--- src/rtl/pipe_reg_chain.sv ---
// pipe_reg_chain
//   Elastic chain of DEPTH register stages, WIDTH bits each, with a
//   valid/ready handshake on both sides. Empty stages are filled from
//   behind, so bubbles collapse while the output is stalled. Sustains one
//   transfer per cycle and never drops or duplicates a word.
// Ports
//   clk        clock, all state on posedge
//   rst_n      synchronous active-low reset
//   flush      synchronous clear, same effect as reset, wins over transfers
//   in_valid   upstream word valid
//   in_ready   chain accepts in_data this cycle
//   in_data    upstream word
//   out_valid  last stage holds a word
//   out_ready  downstream takes out_data this cycle
//   out_data   last stage word
//   occupancy  registered count of valid stages

// One register stage: valid bit plus data word.
module pipe_stage #(
    parameter int              WIDTH  = 4,
    parameter logic [WIDTH-1:0] RSTVAL = '0
) (
    input  logic             clk,
    input  logic             rst_n,
    input  logic             clr,
    input  logic             load,
    input  logic             drain,
    input  logic [WIDTH-1:0] d_in,
    output logic             v,
    output logic [WIDTH-1:0] d
);
    always_ff @(posedge clk) begin
        if (!rst_n || clr) begin
            v <= 1'b0;
            d <= RSTVAL;
        end else if (load) begin
            v <= 1'b1;
            d <= d_in;
        end else if (drain) begin
            // data is left as-is; only the valid bit clears
            v <= 1'b0;
        end
    end
endmodule

module pipe_reg_chain #(
    parameter int               WIDTH  = 4,
    parameter int               DEPTH  = 3,
    parameter logic [WIDTH-1:0] RSTVAL = '0,
    localparam int              OCC_W  = $clog2(DEPTH + 1)
) (
    input  logic             clk,
    input  logic             rst_n,
    input  logic             flush,
    input  logic             in_valid,
    output logic             in_ready,
    input  logic [WIDTH-1:0] in_data,
    output logic             out_valid,
    input  logic             out_ready,
    output logic [WIDTH-1:0] out_data,
    output logic [OCC_W-1:0] occupancy
);
    logic [DEPTH-1:0]            vld_pipe;  // per-stage valid, 0 = input side
    logic [DEPTH-1:0][WIDTH-1:0] dat;
    logic [DEPTH-1:0][WIDTH-1:0] stage_din;
    logic [DEPTH-1:0]            rdy;       // stage can take a word
    logic [DEPTH-1:0]            rdy_nxt;   // whatever sits downstream of stage i can take
    logic [DEPTH-1:0]            load;
    logic [DEPTH-1:0]            drain;
    logic [DEPTH-1:0]            v_nxt;
    logic [OCC_W-1:0]            occ_nxt;
    logic                        r_acc;

    // Ready ripples from the output back toward the input. A running
    // accumulator keeps the chain inside one block so no vector bit feeds
    // another bit of itself.
    always_comb begin
        rdy       = '0;
        rdy_nxt   = '0;
        load      = '0;
        drain     = '0;
        stage_din = '0;
        r_acc     = out_ready;
        for (int i = DEPTH - 1; i >= 0; i--) begin
            rdy_nxt[i] = r_acc;
            rdy[i]     = !vld_pipe[i] | r_acc;
            r_acc      = rdy[i];
        end
        in_ready     = rdy[0] & !flush;
        load[0]      = in_valid & in_ready;
        stage_din[0] = in_data;
        for (int i = 1; i < DEPTH; i++) begin
            load[i]      = vld_pipe[i-1] & rdy[i];
            stage_din[i] = dat[i-1];
        end
        for (int i = 0; i < DEPTH; i++) begin
            drain[i] = vld_pipe[i] & rdy_nxt[i] & !load[i];
        end
    end

    genvar g;
    generate
        for (g = 0; g < DEPTH; g++) begin : g_stage
            pipe_stage #(.WIDTH(WIDTH), .RSTVAL(RSTVAL)) u_stage (
                .clk   (clk),
                .rst_n (rst_n),
                .clr   (flush),
                .load  (load[g]),
                .drain (drain[g]),
                .d_in  (stage_din[g]),
                .v     (vld_pipe[g]),
                .d     (dat[g])
            );
        end
    endgenerate

    // Occupancy is kept as its own register, loaded with the popcount of
    // the next valid vector so it changes on the same edge as the stages.
    always_comb begin
        v_nxt   = load | (vld_pipe & ~drain);
        occ_nxt = '0;
        for (int i = 0; i < DEPTH; i++) begin
            occ_nxt = occ_nxt + OCC_W'(v_nxt[i]);
        end
    end

    always_ff @(posedge clk) begin
        if (!rst_n || flush) occupancy <= '0;
        else                 occupancy <= occ_nxt;
    end

    assign out_valid = vld_pipe[DEPTH-1];
    assign out_data  = dat[DEPTH-1];
endmodule

--- config.mk ---
export PLATFORM = sky130hd
export DESIGN_NAME = pipe_reg_chain
export DESIGN_NICKNAME = d
export VERILOG_FILES = /design/src/rtl/pipe_reg_chain.sv
export SDC_FILE = /design/constraint.sdc
export NUM_CORES = 1
export LEC_CHECK = 0
export BUFFER_PORTS_ARGS = -buffer_cell sky130_fd_sc_hd__clkbuf_2
export CAP_MARGIN = 25
export CORE_MARGIN = 10
export CORE_UTILIZATION = 45
export CTS_BUF_LIST = sky130_fd_sc_hd__clkbuf_16
export DETAILED_ROUTE_END_ITERATION = 7
export PLACE_DENSITY = 0.71
export SLEW_MARGIN = 20
export SYNTH_ARGS = -nofsm -noshare
export SYNTH_HDL_FRONTEND = slang
export SYNTH_SLANG_ARGS = --single-unit
--- constraint.sdc ---
create_clock -name clk -period 1.3 [get_ports clk]
set_input_delay 0.065 -clock clk [delete_from_list [all_inputs] [get_ports clk]]
set_output_delay 0.065 -clock clk [all_outputs]
set_load 0.05 [all_outputs]
Word-level counts from Yosys, hierarchy flattened. Index checks and enable logic that the tools add are counted.

Register bits: 17. Input bits: 9. Output and inout port bits: 8. Logic and storage cells: 41.

Add/sub/neg operators: 2. Mux-type cells: 6. Bitwise logic cells: 14. Reductions and logical operators: 12.

Operators with widths (number): $and A1 B1 Y1 (8); $logic_not A1 Y1 (8); $mux W1 (6); $reduce_bool A2 Y1 (3); $and A3 B3 Y3 (1); $not A3 Y3 (1); $or A1 B1 Y1 (3); $or A3 B3 Y3 (1); $add A1 B1 Y2 (1); $add A2 B1 Y2 (1); $logic_or A1 B1 Y1 (1).

Longest topological paths before layout. Gate-level depths: netlist (run 1).

Word-level depth: 13. Gate-level depth with buffers: 6. Depth with buffers taken out: 5.

Cells and area by module. A second synthesis (run 1) with hierarchy kept.

Cells, all modules: 74. Area, all modules: 730.7 µm².

By module, submodules not included: pipe_stage (instances 3, cells an instance 18, area an instance 187.7 µm², sequential area each 100.1 µm²); pipe_reg_chain (instances 1, cells an instance 20, area an instance 167.7 µm², sequential area each 40.0 µm²).

Worst setup path before layout (run 1). Ideal clock, no wire load.

Path kind: flip-flop to flip-flop. Start: register g_stage[2].u_stage.v. End: register occupancy[0]. Setup time: 0.115 ns. Arrival time: 1.681 ns. Required time: 1.185 ns. Path slack: -0.496 ns. Stages on the path, launching flop included: 7. Path buffers: 1. Period minus slack after synthesis: 1.796 ns. Cells stage by stage: dfxtp_1 > nor2b_4 > buf_6 > nand3_1 > nand2_1 > fa_1 > and2_1.

Cells in the longest elaborated chain, start to end: 13. Elaborated cells on any way between the ends: 20. Those cells by class: add/sub: 2; bitwise: 14; reduce/logical: 4.

RTL lines: from (decl) (line 29) `output logic v,`; from (signal assigned) (line 34) `v <= 1'b0;`; from (signal assigned) (line 37) `v <= 1'b1;`; from (signal assigned) (line 41) `v <= 1'b0;`; $logic_not A1 Y1 (line 86) `rdy[i] = !vld_pipe[i] | r_acc;`; $or A1 B1 Y1 (3 in series) (line 86); $and A1 B1 Y1 (line 89) `in_ready = rdy[0] & !flush;`; $and A1 B1 Y1 (line 90) `load[0] = in_valid & in_ready;`; $logic_not A1 Y1 (line 97) `drain[i] = vld_pipe[i] & rdy_nxt[i] & !load[i];`; $and A1 B1 Y1 (line 97); $not A3 Y3 (line 120) `v_nxt = load | (vld_pipe & ~drain);`; $and A3 B3 Y3 (line 120); $or A3 B3 Y3 (*) (line 120); $add A1 B1 Y2 (line 123) `occ_nxt = occ_nxt + OCC_W'(v_nxt[i]);`; $add A2 B1 Y2 (*) (line 123); via occ_nxt[0] (line 71) `logic [OCC_W-1:0] occ_nxt;`; to (signal assigned) (line 129) `else occupancy <= occ_nxt;`; to (decl) (line 61) `output logic [OCC_W-1:0] occupancy`.

The timed path passes the listed nets; every way through them passes the cells marked *. A chain may end at the register's enable or synchronous reset.

Final worst setup path (run 1). Ends and elaborated chain as after synthesis.

==> results of run 1 <==
==> per-stage QoR <==
step	power (uW)	setup TNS, ns	hold slack [ns]
2_1_floorplan	595	-0.339	0.194
3_3_place_gp	624	-0.000751	0.297
3_5_place_dp	624	-0.0173	0.302
4_1_cts	1250	-0.0286	0.0404
5_1_grt	1280	-0.0608	0.0589
6_report	1240	-0.0120	0.0385
==> cells in the mapped netlist <==
cell and n:
dfxtp_1 17, nand2_1 14, mux2i_1 8, a21oi_1 6, buf_4 5, nand3_1 5
o21ai_0 4, and2_1 3, nand2b_1 2, a21boi_4 1, a21o_1 1, a31oi_1 1
a31oi_4 1, buf_2 1, buf_6 1, fa_1 1, inv_1 1, inv_2 1
nor2b_2 1, nor2b_4 1, or2b_1 1
==> repair_timing <==
action	CTS	global route
gates resized for setup	3	2
pin swaps	1	4
cloned	0	0
setup endpoints to repair	2	3
==> cell families after synthesis <==
group	count (synthesis)	share of synthesized area
AND/OR/NAND/NOR	27	0.187
multiplexers	8	0.108
adder cells (fa/ha/maj)	1	0.0269
AO/OA/AOI/OAI	14	0.140
buffers and inverters	9	0.0823
flip-flops	17	0.457
==> per-layer routing <==
metal,up-vias,wire [um],track usage
li1,295,-,-
met1,242,669,0.108
met2,20,598,0.114
met3,5,146,0.0397
met4,0,43,0.0658
met5,-,0,0
==> layout make-up <==
class	instances	area [sq um]	area share
multi-input combinational	50	368	0.379
sequential	17	344	0.355
timing repair buffer	24	150	0.155
clock buffer	3	75.1	0.0774
tap	16	20.0	0.0206
inverter	2	7.51	0.00774
clock inverter	1	5.00	0.00516
==> sequential cells by signal, indices dropped and copies added, names as in the netlist <==
signal             count
g_stage.u_stage.d     12
g_stage.u_stage.v      3
occupancy              2
==> worst reg2reg max path, cell delays in order (launching register included) <==
cell,delay [ns]
dfxtp_4,0.34
or2b_1,0.25
nand2_2,0.08
fa_1,0.40
and2_1,0.14
==> power groups by stage <==
| stage | registers (uW) | logic [uW] | clock network, uW |
|---|---|---|---|
| final | 530 | 89.7 | 617 |
| after global routing | 530 | 98.6 | 651 |
| after CTS | 529 | 88.7 | 630 |
| after detailed placement | 541 | 83.5 | 0 |
| after global placement | 541 | 83.4 | 0 |
| after floorplan | 547 | 47.1 | 0 |
==> worst max-delay path by stage <==
stage / from / endpoint / slack (ns) / cells after the start
global placement: g_stage[2].u_stage.v / occupancy[0] / -0.0008 / 4
finish: g_stage[2].u_stage.v / occupancy[0] / -0.01 / 4
floorplan: g_stage[2].u_stage.v / occupancy[0] / -0.21 / 6
global route: g_stage[2].u_stage.v / occupancy[0] / -0.06 / 4
detailed placement: g_stage[2].u_stage.v / occupancy[0] / -0.02 / 4
CTS: g_stage[2].u_stage.v / occupancy[0] / -0.02 / 4
==> impl_metrics.py, run 1 <==
metrics = {
    "logic_synthesis": {
        "synth_top_cell_by_area": "dfxtp_1",
        "netlist_area_sq_um": 744,
        "synthTopCellsByArea": "dfxtp_1 (46%), mux2i_1 (11%), nand2_1 (7.1%)",
        "yosysWarnings": 0,
        "ys_seq_elements": 17,
        "ys_types": 21,
        "postSynthNetCount": 86,
        "synthCells": 76,
        "avgSynthCellArea_sq_um": 9.80,
        "yosysSeqAreaShare": 0.457,
        "synth_top_area_frac": 0.457,
    },
    "sta": {
        "max_slew_margin": 0.812,
        "rsz0062_at_grt": "true",
        "finalHoldViolCount": 0,
        "fin_crit_sh": 1.01,
        "fmax_ghz": 0.762,
        "layout_setup_ws_ns": -0.0120,
        "worstMarginPinSlew_ns": 0.284,
        "period_minus_slack_ns": 1.31,
        "finalClockSkew_ns": 0.00231,
        "setup_viol": 1,
        "slew_viol_final": 0,
    },
    "drt": {
        "drc_errors": 0,
        "vias": 562,
        "vias_per_cell": 4.97,
        "dr.pass1.iters": 4,
        "drtIter0Drc": 4,
        "ant_nets": 0,
        "wirelength_mm": 1.46,
        "post_drt_wl_per_cell_um": 12.9,
    },
    "global_route": {
        "antenna_found_initial": 0,
        "grt_max_degree": 13,
        "grt_remaining_overflow": 0,
        "grt_first_pass_wirelength_mm": 2.37,
        "grt_pass1_vias": 523,
        "grt_usage": 0.0873,
    },
    "placement": {
        "dp_hpwl_mm": 1.11,
        "dp_cells": 109,
        "placed_area_sq_um": 868,
        "dp_slack_ns": -0.0173,
        "io_buffers": 16,
        "routabilityCongestion": 0.797,
    },
    "min_path": {
        "hp-start": "in_data[3]",
        "hold_path.class": "in -> reg",
        "hold_path_end": "g_stage[0].u_stage.d[3]",
        "min_path_cells": 3,
    },
    "finish": {
        "final_cells": 113,
        "final_common_cell": "dfxtp_1",
        "fin_util": 0.629,
        "final_cell_mix": "dfxtp_1 (16), clkbuf_2 (15), nand2_1 (12), mux2i_1 (8), buf_4 (8)",
        "drive_above_1_share": 0.392,
        "synthToLayoutAreaGrowth_pct": 30.3,
        "fillCellCount": 126,
        "nNetsFinal": 108,
        "final_cell_area_sq_um": 970,
        "antenna_cells": 0,
    },
    "power": {
        "power.density_mw_per_mm2": 1270,
        "peakVddDrop_mv": 0.748,
        "seqPwrFrac": 0.428,
        "internal_power_uw": 977,
        "p_switching_uw": 259,
        "pwr-share-clk": 0.499,
        "power_frac_comb": 0.073,
        "sw_frac_of_total": 0.209,
        "p_leak_uw": 0.000407,
    },
    "status": {
        "violations": "setup timing",
        "outcome": "finished, violations left",
    },
    "worst_setup_path": {
        "timing.rr.start": "g_stage[2].u_stage.v",
        "start_kind": "flop",
        "crit_path_end_kind": "flop",
        "r2r_end": "occupancy[0]",
        "cp_top_family": "simple AND/OR/NAND/NOR gates",
        "worstPathMaxFanout": 3,
        "cp_slowest_stage_delay_ns": 0.40,
        "crit_type": "reg -> reg",
        "rr_worst_depth": 4,
        "cp_slowest_cell": "fa_1",
        "crit_required_ns": 1.44,
        "crit_chain": "or2b_1, nand2_2, fa_1, and2_1",
        "critPathArrivalTime_ns": 1.45,
        "worst-path-buf-inv": 0,
        "r2r_setup_slack_ns": -0.01,
    },
    "clock_network": {
        "cts_inserted_buffers": 3,
        "cts_tree": "done",
        "worstSkewPairLatency_ns": 0.25,
        "post_cts_buffers": 0,
        "cts.sinks": 17,
        "cts.clk_slew.worst_paths_ns": 0.05,
        "root_buffer": "clkbuf_16",
        "cts_hold_buf": 0,
        "clk_path_buf_depth": 2,
        "cts_max_level": 1,
    },
    "floorplanning": {
        "ios": 17,
        "dieHeight_um": 60.7,
        "fp.dieW_um": 60.7,
        "dieArea_sq_mm": 0.00368,
        "initial_core_util": 0.483,
        "core_sq_mm": 0.00154,
        "row_count": 14,
    },
    "flow_run": {
        "drv_cap": 0,
    },
}
Power figures use the tool's default switching activity.
==> inputs of run 2 (changes only) <==
Settings changed: ABC_AREA set to 1, ABC_CLOCK_PERIOD_IN_PS set to 1300, CORE_UTILIZATION 45 to 46, PLACE_DENSITY 0.71 to 0.72.
==> run 2 against run 1 <==
Net effect: the run still ends with setup timing left; die area up 1.1%; final area up 0.39%; register-to-register slack about the same; synthesized area up 3.9%; synthesized cell count up 34%; non-clock buffer count down 2; flip-flop and latch count unchanged; via count up 8.0%; final cell count up 23%; utilization up 0.24 points; first-iteration DRC count up 50%; critical path type unchanged; largest cell class is now sequential cells; largest power group unchanged.
==> impl_metrics.py, run 2 <==
metrics = {
    "status": {
        "outcome": "finished, violations left",
        "violations": "setup timing",
    },
    "drt": {
        "drc_errors": 0,
        "ant_nets": 0,
        "wirelength_mm": 1.40,
        "vias": 607,
        "post_drt_wl_per_cell_um": 10.1,
        "dr.pass1.iters": 2,
        "vias_per_cell": 4.37,
        "wl_met2_um": 647,
        "drtIter0Drc": 6,
        "dr.max_layer_used": "met4",
        "wl_met3_um": 73,
        "met1_length_um": 635,
    },
    "worst_setup_path": {
        "critPathArrivalTime_ns": 1.49,
        "rr_worst_depth": 6,
        "crit_type": "reg -> reg",
        "critPathLaunch": "g_stage[0].u_stage.v",
        "critPathCapture": "occupancy[0]",
        "cp_top_family": "adder cells",
        "cp_slowest_cell": "fa_1",
        "r2r_setup_slack_ns": -0.01,
        "worstPathMaxFanout": 3,
        "timing.rr.start": "g_stage[0].u_stage.v",
        "r2r_end": "occupancy[0]",
        "worst-path-buf-inv": 1,
        "crit_path_end_kind": "flop",
        "start_kind": "flop",
        "crit_chain": "nand4_4, nand3_4, nand2_4, fa_1, inv_1, nor2_1",
        "crit_required_ns": 1.48,
        "crit_cells": 6,
        "cp_slowest_stage_delay_ns": 0.47,
    },
    "power": {
        "p_leak_uw": 0.000502,
        "p_switching_uw": 257,
        "internal_power_uw": 979,
        "sw_frac_of_total": 0.208,
        "peakVddDrop_mv": 0.561,
        "power_frac_comb": 0.083,
        "pwr-share-clk": 0.485,
        "power.density_mw_per_mm2": 1270,
        "seqPwrFrac": 0.432,
    },
    "clock_network": {
        "clk_path_buf_depth": 2,
        "cts.sinks": 17,
        "worstSkewPairLatency_ns": 0.24,
        "cts.clk_slew.worst_paths_ns": 0.05,
        "cts_tree": "done",
        "cts_max_level": 1,
        "cts_hold_buf": 0,
        "root_buffer": "clkbuf_16",
        "cts_inserted_buffers": 3,
    },
    "floorplanning": {
        "dieHeight_um": 61,
        "fp.dieW_um": 61,
        "ios": 17,
        "dieArea_sq_mm": 0.00372,
        "initial_core_util": 0.502,
        "core_sq_mm": 0.00154,
        "row_count": 14,
    },
    "sta": {
        "fmax_ghz": 0.762,
        "finalClockSkew_ns": 0.00155,
        "hold_ws_ns": 0.0825,
        "period_minus_slack_ns": 1.31,
        "layout_setup_ws_ns": -0.0131,
        "worstMarginPinSlew_ns": 0.283,
        "fin_crit_sh": 1.01,
        "max_slew_margin": 0.812,
        "slew_viol_final": 0,
        "rsz0062_at_grt": "true",
        "setup_viol": 1,
        "finalHoldViolCount": 0,
    },
    "logic_synthesis": {
        "yosysSeqAreaShare": 0.440,
        "synth_top_cell_by_area": "dfxtp_1",
        "synthTopCellsByArea": "dfxtp_1 (44%), nor2_1 (11%), inv_1 (9.7%)",
        "postSynthNetCount": 112,
        "avgSynthCellArea_sq_um": 7.58,
        "synth-async-reset-ratio": 0,
        "yosysWarnings": 0,
        "ys_types": 16,
        "ys_seq_elements": 17,
        "synthCells": 102,
        "synthMostInstantiatedCell": "nor2_1",
        "netlist_area_sq_um": 773,
        "synth_ff_type": "dfxtp_1",
        "synth_top_area_frac": 0.440,
        "synth_common_cells": "nor2_1 (22), inv_1 (20), dfxtp_1 (17)",
        "synth_edf_count": 0,
    },
    "flow_run": {
        "drv_cap": 0,
    },
    "global_route": {
        "grt_max_degree": 14,
        "antenna_found_initial": 0,
        "grt_usage": 0.0870,
        "grt_remaining_overflow": 0,
        "grt_first_pass_wirelength_mm": 2.42,
        "grt_pass1_vias": 604,
    },
    "finish": {
        "top_regs": "g_stage.u_stage.d (12), g_stage.u_stage.v (3), occupancy (2)",
        "nNetsFinal": 134,
        "antenna_cells": 0,
        "synthToLayoutAreaGrowth_pct": 25.9,
        "fin_util": 0.631,
        "drive_above_1_share": 0.325,
        "final_common_cell": "nor2_1",
        "largest_reg_flops": 12,
        "largest-register": "g_stage.u_stage.d",
        "fillCellCount": 155,
        "final_cell_mix": "nor2_1 (22), inv_1 (20), clkbuf_2 (15), dfxtp_1 (14), nand2_1 (12)",
    },
    "min_path": {
        "hold_path.class": "in -> reg",
        "hp-start": "rst_n",
        "min_path_cells": 3,
    },
    "placement": {
        "io_buffers": 16,
        "routabilityCongestion": 0.774,
        "dp_hpwl_mm": 1.15,
    },
}
run 2: changes by cell type after synthesis, sizes merged, moves of 2 or more:
cell	previous run	this run
a21oi	6	2
a31oi	2	0
and2	3	0
buf	7	5
inv	2	23
mux2i	8	0
nand2	14	17
nand2b	2	0
nand3	5	2
nand4	0	5
nor2	0	22
nor2b	2	0
o21ai	4	8
run 2: per-stage QoR:
step	TNS [ns]	area, sq um	worst slack, ns	instances	power, uW
2_1_floorplan	-0.206	782	-0.144	102	616
3_3_place_gp	-0.000709	878	-0.000709	134	641
3_5_place_dp	-0.0685	878	-0.0685	134	644
4_1_cts	-0.0271	971	-0.0271	139	1250
5_1_grt	-0.104	973	-0.0853	139	1300
6_report	-0.0131	973	-0.0131	139	1240
run 2: worst min-delay path, cell delays in order:
cell and delay (ns):
clkbuf_2 0.10, nand2_4 0.09, a21oi_1 0.04
run 2: logic make-up after synthesis:
logic type,share of synthesized area
fa+ha+maj,0.0259
compound gates,0.0647
flops,0.440
simple gates,0.304
buf+inv,0.165
run 2: what timing repair did:
action / 4_1_cts / 5_1_grt
cloned: 0 / 0
setup endpoints to repair: 2 / 3
pin swaps: 2 / 1
buffers inserted: 1 / 0
endpoints found under the hold margin: 0 / 0
resized for setup: 3 / 2
run 2: layout make-up:
type	count	area, sq um	area share
timing repair buffer	22	128	0.131
tap	16	20.0	0.0206
clock buffer	3	75.1	0.0771
inverter	23	86.3	0.0887
sequential	17	347	0.356
clock inverter	1	5.00	0.00514
multi-input combinational	57	313	0.321
run 2: power by group through the flow:
stage,combinational [uW],clock (uW),sequential (uW)
2_1_floorplan,66.8,0,549
3_3_place_gp,97.2,0,544
3_5_place_dp,100,0,544
4_1_cts,104,608,534
5_1_grt,117,647,534
6_report,103,600,534
run 2: layer usage:
metal / vias up / track usage
met1: 244 / 0.0934
met4: 0 / 0.0752
met5: - / 0
li1: 343 / -
met3: 4 / 0.0209
met2: 16 / 0.140
run 2: worst min-delay path by stage:
| stage | endpoint | slack [ns] |
|---|---|---|
| 5_1_grt | g_stage[2].u_stage.v | 0.1 |
| 6_report | g_stage[2].u_stage.v | 0.08 |
| 3_3_place_gp | g_stage[2].u_stage.v | 0.34 |
| 3_5_place_dp | g_stage[2].u_stage.v | 0.34 |
| 2_1_floorplan | g_stage[2].u_stage.v | 0.21 |
| 4_1_cts | g_stage[2].u_stage.v | 0.08 |
